### src/rtl/lock_pkg.sv
// Shared definitions for the digital lock: lockout FSM state type and
// default lockout constants used by the timer and the display logic.
package lock_pkg;

    typedef enum logic [0:0] {
        ARMED   = 1'b0,
        LOCKOUT = 1'b1
    } lockout_state_t;

    localparam int LOCK_MAX_FAILS     = 3;
    localparam int LOCK_LOCKOUT_TICKS = 30;
    localparam int LOCK_CNT_W         = 6;
    localparam int LOCK_FAIL_W        = 2;

endpackage

### src/rtl/lockout_timer_if.sv
// Bundle of the lockout timer's attempt inputs, slow tick source and status
// outputs. The code-compare side drives it as master, the timer is the slave.
interface lockout_timer_if #(
    parameter int CNT_W  = lock_pkg::LOCK_CNT_W,
    parameter int FAIL_W = lock_pkg::LOCK_FAIL_W
) ();

    logic              divided_clk;
    logic              attempt_fail;
    logic              attempt_ok;
    logic              locked_out;
    logic [CNT_W-1:0]  ticks_remaining;
    logic [FAIL_W-1:0] fail_count;
    logic              lockout_done;

    modport master (
        output divided_clk,
        output attempt_fail,
        output attempt_ok,
        input  locked_out,
        input  ticks_remaining,
        input  fail_count,
        input  lockout_done
    );

    modport slave (
        input  divided_clk,
        input  attempt_fail,
        input  attempt_ok,
        output locked_out,
        output ticks_remaining,
        output fail_count,
        output lockout_done
    );

endinterface

### src/rtl/edge_sync.sv
// Two-flop synchroniser followed by a rising-edge detector for a slow
// asynchronous level. The edge output is combinational from the last two
// flops and lasts exactly one clk_in cycle per rising edge of d.
module edge_sync (
    input  logic clk_in,
    input  logic rst,
    input  logic d,
    output logic rise
);

    logic s1;
    logic s2;
    logic s3;

    // Synchronise d into clk_in and keep the previous synchronised value
    always_ff @(posedge clk_in) begin
        if (rst) begin
            s1 <= 1'b0;
            s2 <= 1'b0;
            s3 <= 1'b0;
        end else begin
            // s1/s2: metastability settling
            s1 <= d;
            s2 <= s1;
            // s3: previous value for edge detection
            s3 <= s2;
        end
    end

    assign rise = s2 & ~s3;

endmodule

### src/rtl/lockout_timer.sv
// Lockout timer: counts consecutive failed code attempts and, once the
// limit is reached, holds the lock out for a fixed number of rising edges
// of the slow divided clock. The divided clock is sampled as data only.
module lockout_timer
    import lock_pkg::*;
#(
    parameter int MAX_FAILS     = LOCK_MAX_FAILS,
    parameter int LOCKOUT_TICKS = LOCK_LOCKOUT_TICKS,
    parameter int CNT_W         = LOCK_CNT_W,
    parameter int FAIL_W        = LOCK_FAIL_W
) (
    input  logic            clk_in,
    input  logic            rst,
    lockout_timer_if.slave  bus
);

    localparam logic [0:0] ST_ARMED   = 1'(ARMED);
    localparam logic [0:0] ST_LOCKOUT = 1'(LOCKOUT);

    localparam logic [CNT_W-1:0]  LOAD_TICKS = CNT_W'(LOCKOUT_TICKS);
    localparam logic [CNT_W-1:0]  TICK_ONE   = CNT_W'(1);
    localparam logic [FAIL_W-1:0] FAIL_LAST  = FAIL_W'(MAX_FAILS - 1);
    localparam logic [FAIL_W-1:0] FAIL_FULL  = FAIL_W'(MAX_FAILS);
    localparam logic [FAIL_W-1:0] FAIL_ONE   = FAIL_W'(1);

    logic [0:0]        state;
    logic [CNT_W-1:0]  ticks_q;
    logic [FAIL_W-1:0] fails_q;
    logic              locked_q;
    logic              done_q;
    logic              tick;

    edge_sync u_tick_sync (
        .clk_in (clk_in),
        .rst    (rst),
        .d      (bus.divided_clk),
        .rise   (tick)
    );

    // Lockout FSM with its failure counter, tick countdown and status flags
    always_ff @(posedge clk_in) begin
        if (rst) begin
            state    <= ST_ARMED;
            ticks_q  <= '0;
            fails_q  <= '0;
            locked_q <= 1'b0;
            done_q   <= 1'b0;
        end else begin
            done_q <= 1'b0;
            case (state)
                ST_ARMED: begin
                    // Fail takes priority over ok; ticks are irrelevant here.
                    if (bus.attempt_fail) begin
                        if (fails_q == FAIL_LAST) begin
                            state    <= ST_LOCKOUT;
                            fails_q  <= FAIL_FULL;
                            ticks_q  <= LOAD_TICKS;
                            locked_q <= 1'b1;
                        end else begin
                            fails_q <= fails_q + FAIL_ONE;
                        end
                    end else if (bus.attempt_ok) begin
                        fails_q <= '0;
                    end
                end
                ST_LOCKOUT: begin
                    // Attempts are ignored; only ticks move the countdown.
                    if (tick) begin
                        if (ticks_q > TICK_ONE) begin
                            ticks_q <= ticks_q - TICK_ONE;
                        end else begin
                            state    <= ST_ARMED;
                            ticks_q  <= '0;
                            fails_q  <= '0;
                            locked_q <= 1'b0;
                            done_q   <= 1'b1;
                        end
                    end
                end
                default: begin
                    state <= ST_ARMED;
                end
            endcase
        end
    end

    assign bus.locked_out      = locked_q;
    assign bus.ticks_remaining = ticks_q;
    assign bus.fail_count      = fails_q;
    assign bus.lockout_done    = done_q;

endmodule

### src/flat_wrapper.sv
// flat-port wrapper written by rule: the top's interface ports become plain ports
module lockout_timer_flat import lock_pkg::*;
#(
    parameter int MAX_FAILS     = LOCK_MAX_FAILS,
    parameter int LOCKOUT_TICKS = LOCK_LOCKOUT_TICKS,
    parameter int CNT_W         = LOCK_CNT_W,
    parameter int FAIL_W        = LOCK_FAIL_W
)
  (clk_in, rst, bus_divided_clk, bus_attempt_fail, bus_attempt_ok, bus_locked_out, bus_ticks_remaining, bus_fail_count, bus_lockout_done);
  lockout_timer_if #(.CNT_W(CNT_W), .FAIL_W(FAIL_W)) bus_i ();
  input  logic clk_in;
  input  logic rst;
  input wire logic [$bits(bus_i.divided_clk)-1:0] bus_divided_clk;
  input wire logic [$bits(bus_i.attempt_fail)-1:0] bus_attempt_fail;
  input wire logic [$bits(bus_i.attempt_ok)-1:0] bus_attempt_ok;
  output wire logic [$bits(bus_i.locked_out)-1:0] bus_locked_out;
  output wire logic [$bits(bus_i.ticks_remaining)-1:0] bus_ticks_remaining;
  output wire logic [$bits(bus_i.fail_count)-1:0] bus_fail_count;
  output wire logic [$bits(bus_i.lockout_done)-1:0] bus_lockout_done;
  assign bus_i.divided_clk = bus_divided_clk;
  assign bus_i.attempt_fail = bus_attempt_fail;
  assign bus_i.attempt_ok = bus_attempt_ok;
  assign bus_locked_out = bus_i.locked_out;
  assign bus_ticks_remaining = bus_i.ticks_remaining;
  assign bus_fail_count = bus_i.fail_count;
  assign bus_lockout_done = bus_i.lockout_done;
  lockout_timer #(.MAX_FAILS(MAX_FAILS), .LOCKOUT_TICKS(LOCKOUT_TICKS), .CNT_W(CNT_W), .FAIL_W(FAIL_W)) u_core (.clk_in(clk_in), .rst(rst), .bus(bus_i));
endmodule
### config.mk
export PLATFORM = sky130hd
export DESIGN_NAME = lockout_timer_flat
export DESIGN_NICKNAME = d
export VERILOG_FILES = /design/src/rtl/lock_pkg.sv /design/src/rtl/lockout_timer_if.sv /design/src/rtl/edge_sync.sv /design/src/rtl/lockout_timer.sv /design/src/flat_wrapper.sv
export SDC_FILE = /design/constraint.sdc
export NUM_CORES = 1
export LEC_CHECK = 0
export BUFFER_PORTS_ARGS = -buffer_cell sky130_fd_sc_hd__buf_2
export CORE_MARGIN = 2
export CORE_UTILIZATION = 40
export DETAILED_ROUTE_END_ITERATION = 10
export PLACE_DENSITY_LB_ADDON = 0.05
export SLEW_MARGIN = 25
export SYNTH_ARGS = -nofsm -noshare
export SYNTH_HDL_FRONTEND = slang
export SYNTH_SLANG_ARGS = --single-unit
### constraint.sdc
create_clock -name clk_in -period 1.7 [get_ports clk_in]
set_input_delay 0.085 -clock clk_in [delete_from_list [all_inputs] [get_ports clk_in]]
set_output_delay 0.085 -clock clk_in [all_outputs]
set_load 0.005 [all_outputs]
; ---- Word level (Yosys, flattened, before mapping)
; Cells that the tools add are included.
[totals]
register_bits = 14
inputBits = 5
word_cells = 47
[op_classes]
add_sub_neg = 2
order_cmp = 1
eq_ne = 6
mux = 22
bitwise_logic = 4
reduce_logical = 4
[op_table]
columns = op, count
row1 = 6-bit two-way mux, 4
row2 = 6-bit one-hot mux with 2 select lines, 1
row3 = 2-bit two-way mux, 5
row4 = 1-bit two-way mux, 9
row5 = "6-bit by 1-bit greater-than comparator with 1-bit output, second input constant", 1
row6 = "2-bit != test, second input constant", 3
row7 = 3-bit AND reduction, 2
row8 = "6-bit by 1-bit subtractor with 6-bit output, second input constant", 1
row9 = 1-bit one-hot mux with 2 select lines, 2
row10 = 2-bit one-hot mux with 2 select lines, 1
row11 = 4-bit AND reduction, 1
row12 = "3-bit != test, second input constant", 1
row13 = 1-bit NOT, 3
row14 = 3-bit OR reduction, 1
row15 = "2-bit by 1-bit adder with 2-bit output, second input constant", 1
row16 = "2-bit == test, second input constant", 1
row17 = "2-bit by 1-bit != test with 1-bit output, second input constant", 1
row18 = 1-bit bitwise AND, 1

; ---- Depth between registers and ports, before layout
[depth]
ltp_word = 4
mapped_depth = 5
ltp_nobuf = 5

; ---- Cells and area by module
; A second synthesis with hierarchy kept.
[unflattened]
cells_unflattened = 76
area_unflattened_um2 = 683.2
[by_module_without_submodules]
columns = mod, n_inst, cells_each, area_each_um2, seq_area_each_um2
row1 = lockout_timer, 1, 69, 595.6, 220.2
row2 = edge_sync, 1, 7, 87.6, 60.1

; ---- Worst setup path after synthesis
; OpenSTA, ideal clock, no wires.
[synth_path]
path_kind = register to register
start = register u_core.ticks_q[3], in the netlist u_core.bus.ticks_remaining[3]
end = register u_core.fails_q[0], in the netlist u_core.bus.fail_count[0]
setup_time_ps = 123
arrival_ps = 1343
t_required_ps = 1577
path_slack_ps = 234
path_stages_with_launch = 5
path_buffers = 1
period_less_slack_ps = 1466
path_cell_list = dfxtp_1 -> or4_4 -> buf_6 -> o311ai_2 -> a21oi_1
[synth_via]
elab_chain_cells = 3
[synth_lines]
columns = item, line_no
row1 = "start, declared", lockout_timer.sv:27  ; logic [CNT_W-1:0] ticks_q;
row2 = "start signal, assigned", lockout_timer.sv:70  ; ticks_q <= ticks_q - TICK_ONE;
row3 = 6-bit by 1-bit greater-than comparator with 1-bit output, lockout_timer.sv:69  ; if (ticks_q > TICK_ONE) begin
row4 = 2-bit != test (no line), --
row5 = 3-bit AND reduction (no line), --
row6 = "end signal, assigned", lockout_timer.sv:60  ; fails_q <= fails_q + FAIL_ONE;
row7 = "end, declared", lockout_timer.sv:28  ; logic [FAIL_W-1:0] fails_q;
; Every way passes these cells.
; A chain may end at the register's enable or synchronous reset.

; ---- Final worst setup path
[layout_path]
start = register u_core.ticks_q[3], in the netlist u_core.bus.ticks_remaining[3]
end = register u_core.state
[layout_via]
elab_chain_cells = 4
[layout_lines]
columns = item, line_no
row1 = 6-bit by 1-bit greater-than comparator with 1-bit output, lockout_timer.sv:69
row2 = 1-bit two-way mux, lockout_timer.sv:69
row3 = 1-bit two-way mux, lockout_timer.sv:68  ; if (tick) begin
row4 = 1-bit one-hot mux with 2 select lines, lockout_timer.sv:50  ; case (state)
row5 = "end signal, assigned", lockout_timer.sv:55  ; state <= ST_LOCKOUT;
row6 = "end signal, assigned", lockout_timer.sv:72  ; state <= ST_ARMED;
row7 = "end signal, assigned", lockout_timer.sv:81  ; state <= ST_ARMED;
row8 = "end, declared", lockout_timer.sv:26  ; logic [0:0] state;
; Every way passes these cells.

==> qor.txt <==
======================================================================================================
Post-Synthesis Cell Area ................................................................    683 sq um
Placeable Area ..........................................................................   1560 sq um
Later-pin clock latency in the skew report ..............................................      0.29 ns
Final-report setup violation count ......................................................            0
Startpoint of the worst register-to-register path ....................................... u_core.bus.ticks_remaining[3]$_SDFFE_PP0P_
Fin crit period .........................................................................      1.51 ns
Path type of the worst min-delay path ................................................... input port to flop
Most frequent cells in the layout ....................................................... sky130_fd_sc_hd__buf_2, sky130_fd_sc_hd__dfxtp_1, sky130_fd_sc_hd__a21oi_1
Post-route clock period utilization .....................................................        0.889
Post-DP HPWL ............................................................................ 1070 microns
Wirelength, routed ...................................................................... 1510 microns
End of the worst register-to-register path .............................................. u_core.state$_SDFF_PP0_
Maximum capacitance violations ..........................................................            0
Clk root buf ............................................................................ sky130_fd_sc_hd__clkbuf_4
Level count of the clock H-tree .........................................................            1
Post-synth top flop ..................................................................... sky130_fd_sc_hd__dfxtp_1
Antenna diode count .....................................................................            0
Post-layout net count ...................................................................          103
Fill cell instance count of the final layout ............................................          145
Number of distinct standard cells referenced by the synthesized netlist .................           28
Area growth, synth to finish ............................................................        22.2%
Minimum hold slack ......................................................................     0.102 ns
Reg power frac ..........................................................................        0.517
Horizontal extent of the die ............................................................ 45.3 microns
# DRC ...................................................................................            0
Leakage power figure ....................................................................     0.349 nW
Final total negative setup slack ........................................................         0 ns
Critical Path Fanout Max ................................................................            9
Synth Area per Inst .....................................................................   9.36 sq um
Total of buffers placed on input and output ports .......................................           14
Routed Antenna Nets .....................................................................            0
Pwr per Cell Area .......................................................................  806 nW/um^2
Hold violation total from the final report ..............................................            0
Reg2reg setup slack .....................................................................      0.19 ns
Fraction of power spent switching nets ..................................................        0.252
First-pass GRT wire length .............................................................. 2590 microns
Via-per-instance ratio ..................................................................         5.64
Layout cell share with drive strength beyond 1 ..........................................        0.277
Number of antenna violations at the first check in global routing .......................            0
Async set or reset register ratio after synthesis .......................................            0
Wirelength per Cell ..................................................................... 13.8 microns
Die area ................................................................................   2050 sq um
Violation count after the first detailed-routing iteration ..............................           12
Setup bufs post-CTS .....................................................................            0
Buffers from clock root to sink, at most ................................................            2
Critical setup path kind ................................................................ flop to flop
Number of warnings printed during yosys synthesis .......................................            0
Clock sinks .............................................................................           14
I/O pin cnt .............................................................................           15
Row count ...............................................................................           14
Actual slew at the worst max-slew pin ...................................................     0.277 ns
Worst vdd ir ............................................................................   0.000559 V
Sequence of cells on the critical path .................................................. or4_4 > o41ai_1 > a21oi_1
Start point of the critical path ........................................................ u_core.bus.ticks_remaining[3]$_SDFFE_PP0P_
Outcome ................................................................................. finished clean
Pre-antenna DRT Iters ...................................................................            4
Final Max Tran Viols ....................................................................            0
GR Overflow Total .......................................................................            0
Cell-internal power .....................................................................   0.000503 W
Cts hold-fix bufs .......................................................................            1
Startpoint of the lowest-slack hold path ................................................          rst
Placer congestion estimate ..............................................................        0.853
All-layer global routing usage ..........................................................        0.185
End of the worst hold path .............................................................. u_core.u_tick_sync.s3$_SDFF_PP0_
Hold Path Depth .........................................................................            2
Floorplan die height .................................................................... 45.3 microns
Gates resized, CTS repair ...............................................................            0
Endpoint required time on the critical path .............................................      1.88 ns
Largest stage delay on the critical path ................................................      0.64 ns
Max-Slew Margin vs Limit ................................................................        0.813
Vias after detailed routing .............................................................          620
CTS tree ................................................................................        built
Combinational share of power ............................................................        0.109
Maximum number of pins on one net before global-route repair ............................           13
Cell type of the slowest stage on the worst timing path ................................. sky130_fd_sc_hd__or4_4
Cts bufs inserted .......................................................................            3
Peak clock frequency supported by timing ................................................    0.662 GHz
Proportion of synthesized chip area in sequential cells .................................        0.410
Post-synthesis register bit count .......................................................           14
Category of the worst setup path launch point ...........................................         flop
Cell count of the worst reg-to-reg path .................................................            3
Synth Net Count .........................................................................           81
Clock transition at the register clock pins on the worst setup and hold paths after CTS .      0.09 ns
Power share of the clock group ..........................................................        0.374
Worst clock skew on the final layout ....................................................   0.00303 ns
Number of enable flip-flop cells after synthesis ........................................            0
Vias in the first global route ..........................................................          566
Post-synthesis cell count ...............................................................           73
Net switching power figure ..............................................................   0.000170 W
Initial Utilization .....................................................................        0.438
Critical path endpoint category .........................................................         flop
Setup repair after global routing missed its margin .....................................        false
Crit path arrival time ..................................................................      1.69 ns
======================================================================================================
==> worst max-delay path by stage <==
stage,endpoint,slack [ns],cells past startpoint
2_1_floorplan,u_core.bus.fail_count[0]$_SDFFE_PP0P_,0.23,4
3_3_place_gp,u_core.state$_SDFF_PP0_,0.18,3
3_5_place_dp,u_core.bus.fail_count[1]$_SDFFE_PP0P_,0.21,3
4_1_cts,u_core.state$_SDFF_PP0_,0.20,3
5_1_grt,u_core.bus.ticks_remaining[4]$_SDFFE_PP0P_,0.09,5
6_report,u_core.state$_SDFF_PP0_,0.19,3
==> per-layer routing <==
metal  vias up  track usage  part of all wire
met4         0        0.159             0.039
met1       278        0.238              0.51
li1        320            -                 -
met5         -            0                 0
met3         5       0.0520             0.049
met2        17        0.249              0.40
==> final cells by class <==
cell class                      instances  area [sq um]  area share
Multi-Input combinational cell         51           362       0.433
Inverter                                5          18.8      0.0225
Timing Repair Buffer                   20           118       0.141
Sequential cell                        14           280       0.336
Clock buffer                            4          36.3      0.0435
Tap cell                               16          20.0      0.0240
==> critical path, delay by kind of cell (launching register included) <==
kind            cells  cell delay, ns
compound gates      2            0.38
simple gates        1            0.64
flops               1            0.38
==> synth_stat cells, drive strengths merged (3+ instances only) <==
| master | n | share of area |
|---|---|---|
| a21oi | 10 | 0.073 |
| dfxtp | 14 | 0.41 |
| ha | 3 | 0.055 |
| inv | 5 | 0.027 |
| nor2 | 3 | 0.016 |
| nor2b | 3 | 0.027 |
==> stage by stage <==
step           setup slack, ns  instance area [sq um]  utilization  instances  total power, W
2_1_floorplan            0.234                    683            -         73        0.000405
3_3_place_gp             0.184                    788        0.506        105        0.000427
3_5_place_dp             0.211                    788        0.506        105        0.000427
4_1_cts                  0.203                    835        0.535        110        0.000681
5_1_grt                 0.0889                    835        0.535        110        0.000704
6_report                 0.189                    835        0.535        110        0.000673
==> state kept, by name (all words and copies together) (netlist names) <==
name / flops
u_core.u_tick_sync.s2: 1
u_core.u_tick_sync.s1: 1
u_core.bus.locked_out: 1
u_core.state: 1
u_core.u_tick_sync.s3: 1
u_core.bus.ticks_remaining: 6
u_core.bus.lockout_done: 1
u_core.bus.fail_count: 2
==> cells by family (layout without fill, tap and decap cells) <==
| family | count (synthesis) | in the layout | share of synthesized area |
|---|---|---|---|
| flip-flops | 14 | 14 | 0.410 |
| AO/OA/AOI/OAI | 24 | 24 | 0.249 |
| AND/OR/NAND/NOR | 24 | 24 | 0.225 |
| buffers and inverters | 8 | 29 | 0.0604 |
| adder cells (fa/ha/maj) | 3 | 3 | 0.0550 |
==> power groups by stage <==
stage	logic [W]	clock network, W	registers [W]
2_1_floorplan	0.0000486	0	0.000356
3_3_place_gp	0.0000715	0	0.000356
3_5_place_dp	0.0000711	0	0.000356
4_1_cts	0.0000734	0.000260	0.000348
5_1_grt	0.0000846	0.000270	0.000350
6_report	0.0000734	0.000252	0.000348
No activity file was read; power rests on OpenSTA's default activity.
